[src/rtl/spi_xfer_pkg.sv]
// Shared types and register map for the SPI burst sequencer.
package spi_xfer_pkg;

    typedef enum logic [3:0] {
        ST_IDLE,
        ST_CFG_DIV,
        ST_CFG_SS,
        ST_WR_TX,
        ST_WR_CTRL,
        ST_WAIT,
        ST_RD_RX,
        ST_RSP,
        ST_CLR_SS
    } state_e;

    localparam int SPI_SS_NB = 8;

    localparam logic [7:0] ADDR_TXRX0   = 8'h00;
    localparam logic [7:0] ADDR_CTRL    = 8'h10;
    localparam logic [7:0] ADDR_DIVIDER = 8'h14;
    localparam logic [7:0] ADDR_SS      = 8'h18;

    localparam int CTRL_ASS    = 13;
    localparam int CTRL_IE     = 12;
    localparam int CTRL_LSB    = 11;
    localparam int CTRL_TX_NEG = 10;
    localparam int CTRL_RX_NEG = 9;
    localparam int CTRL_GO     = 8;

    // Interrupt-driven, MSB-first, launch on falling edge, manual slave select.
    function automatic logic [31:0] ctrl_word(input int char_len);
        logic [31:0] w;
        w              = '0;
        w[CTRL_ASS]    = 1'b0;
        w[CTRL_IE]     = 1'b1;
        w[CTRL_LSB]    = 1'b0;
        w[CTRL_TX_NEG] = 1'b1;
        w[CTRL_RX_NEG] = 1'b0;
        w[CTRL_GO]     = 1'b1;
        w[6:0]         = char_len[6:0];
        return w;
    endfunction

endpackage

[src/rtl/spi_xfer_seq.sv]
// Autonomous register-bus master for the SPI host core: turns a stream of
// transmit words into configured SPI transfers and returns the received words.
module spi_xfer_seq
    import spi_xfer_pkg::*;
#(
    parameter int CharLen       = 32,
    parameter int TimeoutCycles = 65535
) (
    input  logic                 clk_i,
    input  logic                 rst_ni,
    input  logic [15:0]          divider_i,
    input  logic [SPI_SS_NB-1:0] ss_sel_i,
    input  logic                 cmd_valid_i,
    output logic                 cmd_ready_o,
    input  logic [31:0]          cmd_data_i,
    input  logic                 cmd_last_i,
    output logic                 rsp_valid_o,
    input  logic                 rsp_ready_i,
    output logic [31:0]          rsp_data_o,
    output logic                 rsp_err_o,
    output logic                 re_o,
    output logic                 we_o,
    output logic [7:0]           addr_o,
    output logic [31:0]          wdata_o,
    output logic [3:0]           be_o,
    input  logic [31:0]          rdata_i,
    input  logic                 error_i,
    input  logic                 intr_i,
    output logic                 busy_o
);

    localparam int              CntW       = (TimeoutCycles < 1) ? 1 : $clog2(TimeoutCycles + 1);
    localparam logic [CntW-1:0] TimeoutVal = CntW'(TimeoutCycles);
    localparam logic [CntW-1:0] CntMax     = '1;
    localparam logic [31:0]     CtrlVal    = ctrl_word(CharLen);

    state_e          state;
    logic [CntW-1:0] cnt;
    logic            last_q;
    logic            err_q;
    logic            we_q;
    logic            re_q;
    logic [7:0]      addr_q;
    logic [31:0]     wdata_q;
    logic            cmd_ready_q;
    logic            rsp_valid_q;
    logic [31:0]     rsp_data_q;

    logic tx_fire;
    logic strobe_err;
    logic timeout;
    logic abort;

    // The TXRX0 write must carry the word in its handshake cycle, so only that
    // path bypasses the registered strobe/address/data.
    assign tx_fire = cmd_ready_q & cmd_valid_i;
    assign we_o    = we_q | tx_fire;
    assign re_o    = re_q;
    assign addr_o  = cmd_ready_q ? ADDR_TXRX0 : addr_q;
    assign wdata_o = cmd_ready_q ? cmd_data_i : wdata_q;
    assign be_o    = 4'hF;

    assign cmd_ready_o = cmd_ready_q;
    assign rsp_valid_o = rsp_valid_q;
    assign rsp_data_o  = rsp_data_q;
    assign rsp_err_o   = err_q;
    assign busy_o      = (state != ST_IDLE);

    // A failed slave-select release is harmless, so CLR_SS never aborts.
    assign strobe_err = error_i & (we_o | re_o) & (state != ST_CLR_SS);
    assign timeout    = (state == ST_WAIT) & ~intr_i & (cnt == TimeoutVal);
    assign abort      = strobe_err | timeout;

    always_ff @(posedge clk_i) begin
        if (!rst_ni) begin
            state       <= ST_IDLE;
            cnt         <= '0;
            last_q      <= 1'b0;
            err_q       <= 1'b0;
            we_q        <= 1'b0;
            re_q        <= 1'b0;
            addr_q      <= '0;
            wdata_q     <= '0;
            cmd_ready_q <= 1'b0;
            rsp_valid_q <= 1'b0;
            rsp_data_q  <= '0;
        end else begin
            we_q <= 1'b0;
            re_q <= 1'b0;
            if (abort) begin
                err_q       <= 1'b1;
                last_q      <= 1'b1;
                cmd_ready_q <= 1'b0;
                rsp_data_q  <= '0;
                rsp_valid_q <= 1'b1;
                state       <= ST_RSP;
            end else begin
                case (state)
                    ST_IDLE: begin
                        if (cmd_valid_i) begin
                            state   <= ST_CFG_DIV;
                            we_q    <= 1'b1;
                            addr_q  <= ADDR_DIVIDER;
                            wdata_q <= 32'(divider_i);
                        end
                    end
                    ST_CFG_DIV: begin
                        state   <= ST_CFG_SS;
                        we_q    <= 1'b1;
                        addr_q  <= ADDR_SS;
                        wdata_q <= 32'(ss_sel_i);
                    end
                    ST_CFG_SS: begin
                        state       <= ST_WR_TX;
                        cmd_ready_q <= 1'b1;
                    end
                    ST_WR_TX: begin
                        if (cmd_valid_i) begin
                            cmd_ready_q <= 1'b0;
                            last_q      <= cmd_last_i;
                            state       <= ST_WR_CTRL;
                            we_q        <= 1'b1;
                            addr_q      <= ADDR_CTRL;
                            wdata_q     <= CtrlVal;
                        end
                    end
                    ST_WR_CTRL: begin
                        cnt   <= '0;
                        state <= ST_WAIT;
                    end
                    ST_WAIT: begin
                        if (cnt != CntMax) begin
                            cnt <= cnt + CntW'(1);
                        end
                        if (intr_i) begin
                            state  <= ST_RD_RX;
                            re_q   <= 1'b1;
                            addr_q <= ADDR_TXRX0;
                        end
                    end
                    ST_RD_RX: begin
                        rsp_data_q  <= rdata_i;
                        rsp_valid_q <= 1'b1;
                        state       <= ST_RSP;
                    end
                    ST_RSP: begin
                        if (rsp_ready_i) begin
                            rsp_valid_q <= 1'b0;
                            err_q       <= 1'b0;
                            if (last_q) begin
                                state   <= ST_CLR_SS;
                                we_q    <= 1'b1;
                                addr_q  <= ADDR_SS;
                                wdata_q <= '0;
                            end else begin
                                state       <= ST_WR_TX;
                                cmd_ready_q <= 1'b1;
                            end
                        end
                    end
                    ST_CLR_SS: begin
                        state <= ST_IDLE;
                    end
                    default: begin
                        state <= ST_IDLE;
                    end
                endcase
            end
        end
    end

endmodule

[config.mk]
export PLATFORM = sky130hd
export DESIGN_NAME = spi_xfer_seq
export DESIGN_NICKNAME = d
export VERILOG_FILES = /design/src/rtl/spi_xfer_pkg.sv /design/src/rtl/spi_xfer_seq.sv
export SDC_FILE = /design/constraint.sdc
export NUM_CORES = 1
export LEC_CHECK = 0
export BUFFER_PORTS_ARGS = -buffer_cell sky130_fd_sc_hd__buf_2
export CAP_MARGIN = 20
export CORE_MARGIN = 3
export CORE_UTILIZATION = 25
export CTS_CLUSTER_DIAMETER = 30
export DETAILED_ROUTE_END_ITERATION = 8
export PLACE_DENSITY = 0.48
export RECOVER_POWER = 50
export SETUP_SLACK_MARGIN = 0.05
export SLEW_MARGIN = 20
export SYNTH_ARGS = -nofsm -noshare
export SYNTH_HDL_FRONTEND = slang
export SYNTH_SLANG_ARGS = --single-unit
[constraint.sdc]
create_clock -name clk_i -period 2.13 [get_ports clk_i]
set_input_delay 0 -clock clk_i [delete_from_list [all_inputs] [get_ports clk_i]]
set_output_delay 0 -clock clk_i [all_outputs]
set_load 0.01 [all_outputs]
==> results of run 1 <==
==> power breakdown <==
group          switching (W)  leakage (nW)  internal, W
logic                0.00139          1.48      0.00108
clock network       0.000580         0.128     0.000841
registers           0.000198         0.626      0.00169
total                0.00217          2.23      0.00360
==> worst min path at each step <==
stage / startpoint / end / slack (ns)
floorplan: intr_i / re_o / 0.11
global placement: divider_i[9] / wdata_q[9] / 0.24
detailed placement: divider_i[9] / wdata_q[9] / 0.24
CTS: divider_i[8] / wdata_q[8] / 0.002
global route: divider_i[8] / wdata_q[8] / 0.03
finish: divider_i[8] / wdata_q[8] / 0.01
==> cells in the final DEF (no fill, tap or decap), drive strengths merged, types with 2 or more instances in the layout <==
master       instances
nand2              102
a22oi                7
a21oi               41
nand3                8
buf                122
nand4               16
conb                 9
inv                  6
nor2                12
o211a               10
dlygate4sd3         41
a211oi               3
nor3b                2
a21boi              16
o2bb2ai              2
mux2i                3
xnor2                7
clkbuf              79
nor3                10
and3                 2
or4                  3
dfxtp               77
mux2                16
nand2b               5
o31ai                2
o21ai               17
nor2b                9
o21a                 3
nor4                10
and2                20
==> cells in the mapped netlist (2+ instances only) <==
| cell type | n | area [um2] |
|---|---|---|
| o31ai_1 | 2 | 15.01 |
| a21boi_0 | 16 | 120.1 |
| inv_1 | 5 | 18.77 |
| o21ai_1 | 2 | 10.01 |
| xnor2_1 | 7 | 61.31 |
| nor4_1 | 9 | 56.30 |
| a22oi_1 | 7 | 52.55 |
| o21a_1 | 3 | 22.52 |
| and3_1 | 2 | 12.51 |
| nand2b_1 | 5 | 31.28 |
| and2_1 | 20 | 125.1 |
| or4_1 | 3 | 22.52 |
| clkbuf_1 | 21 | 78.83 |
| a21oi_1 | 41 | 205.2 |
| o211a_1 | 10 | 100.1 |
| conb_1 | 2 | 7.510 |
| nor3_1 | 9 | 45.04 |
| a211oi_1 | 2 | 15.01 |
| nor2b_1 | 9 | 56.30 |
| o2bb2ai_1 | 2 | 17.52 |
| dfxtp_1 | 77 | 1541 |
| nand3_1 | 8 | 40.04 |
| nand4_1 | 15 | 93.84 |
| mux2_2 | 16 | 180.2 |
| mux2i_1 | 3 | 30.03 |
| buf_4 | 13 | 97.59 |
| o21ai_0 | 14 | 70.07 |
| nand2_1 | 101 | 379.1 |
| nor2_1 | 12 | 45.04 |
| buf_2 | 4 | 20.02 |
==> stage by stage <==
stage,instance area (um2),instances,hold slack (ns),utilization
after floorplan,3832,470,0.1138,-
after global placement,4887,803,0.2378,0.3325
after detailed placement,4887,803,0.2441,0.3325
after CTS,5565,858,0.001557,0.3786
final,5478,858,0.01020,0.3727
after global routing,5478,858,0.02791,0.3727
==> area by class of cell <==
class                           instances  area [um2]  area share
Sequential cell                        77        1543      0.2816
Multi-Input combinational cell        348        2069      0.3778
Tap cell                              184       230.2     0.04203
Inverter                                6       22.52    0.004111
Timing Repair Buffer                  229        1345      0.2455
Clock inverter                          1       7.507    0.001370
Clock buffer                           13       260.3     0.04751
==> cells by family (layout without fill, tap and decap cells) <==
kind of cell               Yosys count  in the layout  synth area share
AOI/OAI and AO/OA                  109            109            0.1946
xor gates and xnor gates             8              8           0.01841
adders and majority gates            1              1          0.003287
buffers and inverters               45            249           0.05851
DFF                                 77             77            0.4050
muxes                               19             19           0.05523
other                                2              9          0.001973
and+or+nand+nor                    202            202            0.2630
==> per-layer routing <==
layer	vias up	part of all wire	global-route usage
met5	-	0	0
met4	0	0.021	0.06485
met3	18	0.056	0.02803
met2	134	0.50	0.2415
met1	1865	0.42	0.1720
li1	2011	-	-
==> tightest hold or removal path: stages <==
cell and delay (ns):
buf_2 0.09, a21oi_1 0.05, nand2_1 0.05, o211a_1 0.13
==> what timing repair did <==
action,in CTS,in global routing
gates resized for setup,0,1
endpoints found under the hold margin,41,0
hold buffers,41,0
setup endpoints to repair,0,5
==> flip-flops by register name, indices dropped and copies added (netlist names) <==
signal       count
cnt             16
cmd_ready_o      1
last_q           1
rsp_data_o      32
rsp_valid_o      1
we_q             1
re_o             1
addr_q           3
wdata_q         16
state            4
rsp_err_o        1
==> results.cfg, run 1 <==
[floorplanning]
core-area_um2 = 14700
start_util = 0.2589
rows = 44
die_h_um = 129.4
io_pins = 177
fp.dieArea_um2 = 16740
fp.dieW_um = 129.4

[synthesis]
synth_cell_types = 53
ys_dominant_reg_cell = dfxtp_1
async_flop_share = 0
synthesis.area_um2 = 3806
ys_seq_area_frac = 0.4050
yosysWarnings = 0
synth-seq-cells = 77
syn_avg_cell_area_um2 = 8.221
synth_edf_count = 0
synthCells = 463

[sta]
slew_viol_final = 0
tightest_slew_ns = 0.7486
maxSlewHeadroom = 0.5009
period_needed_ns = 1.874
rsz0062_at_grt = false
fmax_ghz = 0.5335
layout_setup_ws_ns = 0.2557
finalSetupTns_ns = 0
setup_viol = 0
hold_viol = 0
skew_ns = 0.007713
fin_crit_sh = 0.8799

[global_routing]
gr-total-overflow = 0
grt_first_pass_wirelength_um = 18990
grt_usage = 0.1416
grt_pass1_vias = 3916
antenna_found_initial = 0
grt_max_degree = 39

[critical_path]
r2r_setup_slack_ns = 0.26
arrival_ns = 2.14
crit_path_max_fanout = 7
max_stage_delay_ns = 0.60
r2r_cells = 5
crit_family = simple AND/OR/NAND/NOR gates
crit_buf_inv = 0
worstPathCellList = nand4_1 -> or4_1 -> a21boi_0 -> o21ai_0 -> a21boi_0
cp.required_ns = 2.40
path_common_cell = a21boi_0
cp-end-kind = register
r2r-end = cnt[3]
slowest_stage = or4_1
startpoint_type = register
reg2reg_from = cnt[3]
setup.worst_path.start = cnt[3]
cp_num_cells = 5
critPathCapture = cnt[3]
critical_path_class = register to register

[pwr]
power_w = 0.005772
powerDensity_nw_per_um2 = 1054
peakVddDrop_uv = 498.7
p_leak_nw = 2.235

[cts]
cts_inserted_buffers = 9
clock_latency_ns = 0.34
cts_setup_buffers = 0
cts_tree = built
cts_buffer_depth = 2
root_buffer = clkbuf_16
htree_levels = 3
clk_pin_slew_ns = 0.06
clock-sinks = 77

[hold_path]
whs_path_depth = 4
hold_class = input pin to register

[final_layout]
nFillCells = 1559
drive_above_1_share = 0.2418
antennaDiodeCount = 0
area_growth_pct = 43.92
finalNetCount = 767

[route]
ant_nets = 0
wire_per_inst_um = 13.86
drt_iter0_markers = 227
drcViolationCount = 0
vias_per_cell = 4.695
first_pass_iters = 4
routed_wl_um = 11900
vias = 4028

[placement]
port_buffers = 167
pre_cts_ws_ns = 0.2044
gp_congestion = 0.8349
hpwl_um = 8523

[status]
status = finished clean

[run]
drv_cap = 0
Power figures use the tool's default switching activity.
==> inputs of run 2 (changes only) <==
--- a/config.mk
+++ b/config.mk
@@ -7,11 +7,13 @@
 export LEC_CHECK = 0
 export BUFFER_PORTS_ARGS = -buffer_cell sky130_fd_sc_hd__buf_2
 export CAP_MARGIN = 20
+export CELL_PAD_IN_SITES_DETAIL_PLACEMENT = 1
+export CELL_PAD_IN_SITES_GLOBAL_PLACEMENT = 2
 export CORE_MARGIN = 3
 export CORE_UTILIZATION = 25
 export CTS_CLUSTER_DIAMETER = 30
 export DETAILED_ROUTE_END_ITERATION = 8
-export PLACE_DENSITY = 0.48
+export PLACE_DENSITY = 0.79
 export RECOVER_POWER = 50
 export SETUP_SLACK_MARGIN = 0.05
 export SLEW_MARGIN = 20
==> run 2 against run 1 <==
  * Cell area increased by 1.1%
  * Hold slack hardly changed
  * First-iteration DRC count fell by 29%
  * Wire length rose by 10%
  * Critical endpoint is now cnt[15]
==> results.cfg, run 2 (same netlist as run 1, synthesis figures left out) <==
[status]
status = finished clean

[final_layout]
largest_reg_flops = 32
final_cell_count_no_fill = 857
area_growth_pct = 45.53
nFillCells = 1816
antennaDiodeCount = 0
drive_above_1_share = 0.2452
finalNetCount = 764
fin_area_um2 = 5539
mostFrequentLayoutCell = nand2_1
final_cell_mix = nand2_1, buf_2, dfxtp_1, clkbuf_1, a21oi_1

[route]
drcViolationCount = 0
vias_per_cell = 4.783
drt_iter0_markers = 161
first_pass_iters = 4
routed_wl_um = 13130
wire_per_inst_um = 15.32
ant_nets = 0
vias = 4099

[cts]
cts_inserted_buffers = 9
clock-sinks = 77
clock_latency_ns = 0.34
cts_tree = built
root_buffer = clkbuf_16
clk_pin_slew_ns = 0.06
cts_buffer_depth = 2
htree_levels = 3

[floorplanning]
fp.dieW_um = 129.4
io_pins = 177
start_util = 0.2589
core-area_um2 = 14700
die_h_um = 129.4
fp.dieArea_um2 = 16740
rows = 44

[sta]
hold_viol = 0
rsz0062_at_grt = false
tightest_slew_ns = 0.7600
slew_viol_final = 0
period_needed_ns = 1.981
finalSetupTns_ns = 0
skew_ns = 0.006065
fin_crit_sh = 0.9301
fmax_ghz = 0.5048
maxSlewHeadroom = 0.4934
setup_viol = 0

[placement]
hpwl_um = 9444
gp_congestion = 0.7807
placed_area_um2 = 4885
port_buffers = 167
dpl.cell_count = 801

[critical_path]
startpoint_type = register
max_stage_delay_ns = 0.62
arrival_ns = 2.26
cp.required_ns = 2.41
crit_path_max_fanout = 12
cp-end-kind = register
slowest_stage = dfxtp_1
critical_path_class = register to register
worstPathCellList = nor3b_2 -> o21ai_2 -> or2_4 -> or4_1 -> a21oi_1

[pwr]
p_leak_nw = 2.237
power_w = 0.006108
pwr-share-seq = 0.316
p_comb_frac = 0.405
powerDensity_nw_per_um2 = 1103
p_switching_w = 0.002253
intPower_w = 0.003855
p_clk_frac = 0.280
power.share.switching = 0.3688
peakVddDrop_uv = 509.1

[hold_path]
hold_class = input pin to register

[global_routing]
antenna_found_initial = 0
grt_pass1_vias = 4320
grt_max_degree = 39
grt_usage = 0.1540
grt_first_pass_wirelength_um = 20760
gr-total-overflow = 0

[run]
drv_cap = 0
-- run 2: changes by cell type in the layout (fill, tap and decap cells not counted), moves of 2 or more --
cell	delta
and2_0	-3
buf_4	-3
buf_2	-3
and2_1	+3
bufinv_16	+2
-- run 2: through the flow --
stage / hold slack, ns / setup WS [ns] / utilization
2_1_floorplan: 0.1138 / 0.4465 / -
3_3_place_gp: 0.2259 / 0.2472 / 0.3323
3_5_place_dp: 0.2457 / 0.1485 / 0.3323
4_1_cts: 0.00002237 / 0.07573 / 0.3824
5_1_grt: 0.02738 / 0.06228 / 0.3768
6_report: 0.009944 / 0.1490 / 0.3768
-- run 2: repair_timing --
| action | CTS | global route |
|---|---|---|
| hold buffers | 40 | 0 |
| setup endpoints to repair | 1 | 22 |
| setup buffers | 0 | 0 |
| hold endpoints to repair | 40 | 0 |
| gates resized for setup | 1 | 3 |
-- run 2: layout make-up --
cell class	instances	area [um2]	share of cell area
Tap cell	184	230.2	0.04156
Clock inverter	5	81.33	0.01468
Sequential cell	77	1544	0.2787
Timing Repair Buffer	226	1329	0.2399
Inverter	6	22.52	0.004066
Clock buffer	11	252.7	0.04563
Multi-Input combinational cell	348	2079	0.3754
-- run 2: worst max-delay path, delay by kind of cell, from the launching register on --
family	cells	cell delay [ns]
compound gates	2	0.24
flops	1	0.62
simple gates	3	1.06
-- run 2: power by group through the flow --
stage | sequential (W) | combinational, W | clock [W]
after floorplan | 0.00185 | 0.00165 | 0
after global placement | 0.00194 | 0.00242 | 0
after detailed placement | 0.00194 | 0.00250 | 0
after CTS | 0.00192 | 0.00257 | 0.00178
after global routing | 0.00196 | 0.00277 | 0.00183
final | 0.00193 | 0.00247 | 0.00171
-- run 2: final timing paths --
check             cells after the start  slack [ns]           start              to
hold reg to reg                       2        0.46  rsp_data_o[24]  rsp_data_o[24]
hold / removal                        4        0.01   divider_i[10]     wdata_q[10]
setup / recovery                      5        0.15        state[2]         cnt[15]
setup reg to reg                      5        0.15        state[2]         cnt[15]
-- run 2: routing by layer --
metal | wire length [um] | GRT usage
met5 | 0 | 0
met4 | 282 | 0.06485
met3 | 666 | 0.03627
met2 | 6639 | 0.2692
met1 | 5536 | 0.1805
==> inputs of run 3 (changes only) <==
--- a/config.mk
+++ b/config.mk
@@ -5,15 +5,17 @@
 export SDC_FILE = /design/constraint.sdc
 export NUM_CORES = 1
 export LEC_CHECK = 0
+export ABC_AREA = 1
 export BUFFER_PORTS_ARGS = -buffer_cell sky130_fd_sc_hd__buf_2
 export CAP_MARGIN = 20
 export CELL_PAD_IN_SITES_DETAIL_PLACEMENT = 1
 export CELL_PAD_IN_SITES_GLOBAL_PLACEMENT = 2
 export CORE_MARGIN = 3
-export CORE_UTILIZATION = 25
+export CORE_UTILIZATION = 24
 export CTS_CLUSTER_DIAMETER = 30
 export DETAILED_ROUTE_END_ITERATION = 8
-export PLACE_DENSITY = 0.79
+export GPL_ROUTABILITY_DRIVEN = 0
+export PLACE_DENSITY = 0.81
 export RECOVER_POWER = 50
 export SETUP_SLACK_MARGIN = 0.05
 export SLEW_MARGIN = 20
==> run 3 against run 2 <==
  * Cell count up 27%
  * First-iteration DRC count down 19%
  * Clock skew up 0.0047 ns
  * Clock power up 4%
  * Critical path type unchanged
  * Critical endpoint is now cmd_ready_o
==> results.cfg, run 3 <==
[final_layout]
nFillCells = 2212
antennaDiodeCount = 0
final_cell_mix = nand2_1, buf_2, nor2_1, dfxtp_1, clkbuf_1
largest_reg_flops = 32
drive_above_1_share = 0.1873
regArea_um2 = 1543
finalNetCount = 956
multiInputGateArea_um2 = 2143
fin_area_um2 = 5818
area_growth_pct = 41.38
mostFrequentLayoutCell = nand2_1

[route]
routed_wl_um = 13970
ant_nets = 0
drt_iter0_markers = 131
vias = 4638
wire_per_inst_um = 12.87
first_pass_iters = 4
vias_per_cell = 4.275
drcViolationCount = 0

[pwr]
power.share.switching = 0.4062
p_clk_frac = 0.280
p_leak_nw = 2.665
p_switching_w = 0.002576
p_comb_frac = 0.431
intPower_w = 0.003766
peakVddDrop_uv = 467.6
pwr-share-seq = 0.289
powerDensity_nw_per_um2 = 1090

[floorplanning]
die_h_um = 136.9
io_pins = 177
fp.dieArea_um2 = 18750
rows = 47
fp.dieW_um = 136.9
start_util = 0.2464
core-area_um2 = 16700

[synthesis]
synth.most_common_cell = nand2_1
synthCells = 654
synth_edf_count = 0
syn_avg_cell_area_um2 = 6.292
synth_area_leaders = dfxtp_1, nand2_1, nor2_1, a21oi_1, inv_1
synth_cell_types = 33
ys_seq_area_frac = 0.3746
synthesis.area_um2 = 4115
synth-seq-cells = 77
synth_top_area_share = 0.3746
async_flop_share = 0
yosysWarnings = 0
ys_dominant_reg_cell = dfxtp_1
yosys.area.top_type = dfxtp_1
synth_common_cells = nand2_1, nor2_1, dfxtp_1

[placement]
placed_area_um2 = 5162
port_buffers = 167
hpwl_um = 10330

[cts]
cts_tree = built
cts_buffer_depth = 2
clk_pin_slew_ns = 0.06
root_buffer = clkbuf_16
clock_latency_ns = 0.34
clock-sinks = 77
cts_inserted_buffers = 9
htree_levels = 3

[critical_path]
crit_path_max_fanout = 36
reg2reg_from = cnt[0]
r2r-end = cmd_ready_o
startpoint_type = register
cp.required_ns = 2.35
r2r_cells = 9
r2r_setup_slack_ns = 0.24
critPathCapture = cmd_ready_o
cp-end-kind = register
setup.worst_path.start = cnt[0]
arrival_ns = 2.11
critical_path_class = register to register

[sta]
hold_viol = 0
slew_viol_final = 0
fmax_ghz = 0.5300
setup_viol = 0
period_needed_ns = 1.887
fin_crit_sh = 0.8858
skew_ns = 0.01078
finalSetupTns_ns = 0
rsz0062_at_grt = false

[global_routing]
grt_first_pass_wirelength_um = 23050
antenna_found_initial = 0
grt_max_degree = 39
gr-total-overflow = 0
grt_pass1_vias = 4770
busiest_layer = met2
use_met3 = 0.04375
grt_usage = 0.1515
gr-usage-met2 = 0.2428
grt_util_met1 = 0.1954

[hold_path]
hold_class = input pin to register

[run]
drv_cap = 0

[status]
status = finished clean
-- run 3: cell count changes after synthesis, moves of 10 or more --
cell | previous run | this run
nand2_1 | 101 | 250
nor2_1 | 12 | 85
inv_1 | 5 | 56
and2_1 | 20 | 0
a21boi_0 | 16 | 0
mux2_2 | 16 | 0
nand3_1 | 8 | 22
a21oi_1 | 41 | 53
o21ai_0 | 14 | 25
o211a_1 | 10 | 0
-- run 3: area by class of cell --
type | instances | area share
multi-input combinational | 489 | 0.3684
sequential | 77 | 0.2652
timing repair buffer | 221 | 0.2189
tap | 220 | 0.04731
inverter | 61 | 0.04086
clock buffer | 10 | 0.03935
clock inverter | 6 | 0.01914
timing repair inverter | 1 | 0.0008602
-- run 3: kinds of logic after synthesis --
logic type / synth area share
other: 0.001825
XOR/XNOR: 0.01064
buffers and inverters: 0.1104
AO/OA/AOI/OAI: 0.1131
adder cells (fa/ha/maj): 0.003040
flip-flops: 0.3746
AND/OR/NAND/NOR: 0.3864
-- run 3: worst max-delay path: stages, from the launching register on --
cell     delay, ns
dfxtp_1       0.40
ha_2          0.25
nand2_1       0.09
nor2_2        0.14
nand2_1       0.11
nor2_2        0.18
a21oi_4       0.12
nand2_1       0.09
buf_6         0.28
nor3_1        0.11
-- run 3: worst min-delay path by stage --
stage                     endpoint  cells after the start      startpoint
finish                  wdata_q[5]                      5    divider_i[5]
global route                  re_o                      3          intr_i
CTS                    wdata_q[12]                      5   divider_i[12]
detailed placement   rsp_data_o[1]                      3      rdata_i[1]
global placement    rsp_data_o[12]                      3     rdata_i[12]
floorplan              wdata_o[16]                      2  cmd_data_i[16]
-- run 3: timing repair --
item	CTS	global route
endpoints found under the setup margin	0	15
hold buffers	37	0
resized for setup	0	4
buffers inserted	0	3
endpoints found under the hold margin	37	0
-- run 3: power by group through the flow --
stage / clock network (W) / registers (W) / logic [W]
2_1_floorplan: 0 / 0.00184 / 0.00185
3_3_place_gp: 0 / 0.00186 / 0.00268
3_5_place_dp: 0 / 0.00186 / 0.00270
4_1_cts: 0.00183 / 0.00183 / 0.00276
5_1_grt: 0.00188 / 0.00186 / 0.00314
6_report: 0.00178 / 0.00183 / 0.00273
-- run 3: through the flow --
stage	hold slack (ns)	std cells	util	power, W	setup slack (ns)
after global placement	0.2560	1028	0.3091	0.004536	0.2171
after global routing	0.03033	1085	0.3484	0.006887	0.03798
after CTS	0.004199	1081	0.3517	0.006431	0.2046
final	0.009640	1085	0.3484	0.006341	0.2433
after detailed placement	0.2601	1028	0.3091	0.004560	0.2081
after floorplan	0.09802	661	-	0.003695	0.4767
-- run 3: metal layers --
metal	up-vias	part of all wire
li1	2419	-
met2	105	0.46
met1	2105	0.46
met5	-	0
met4	0	0.012
met3	9	0.068
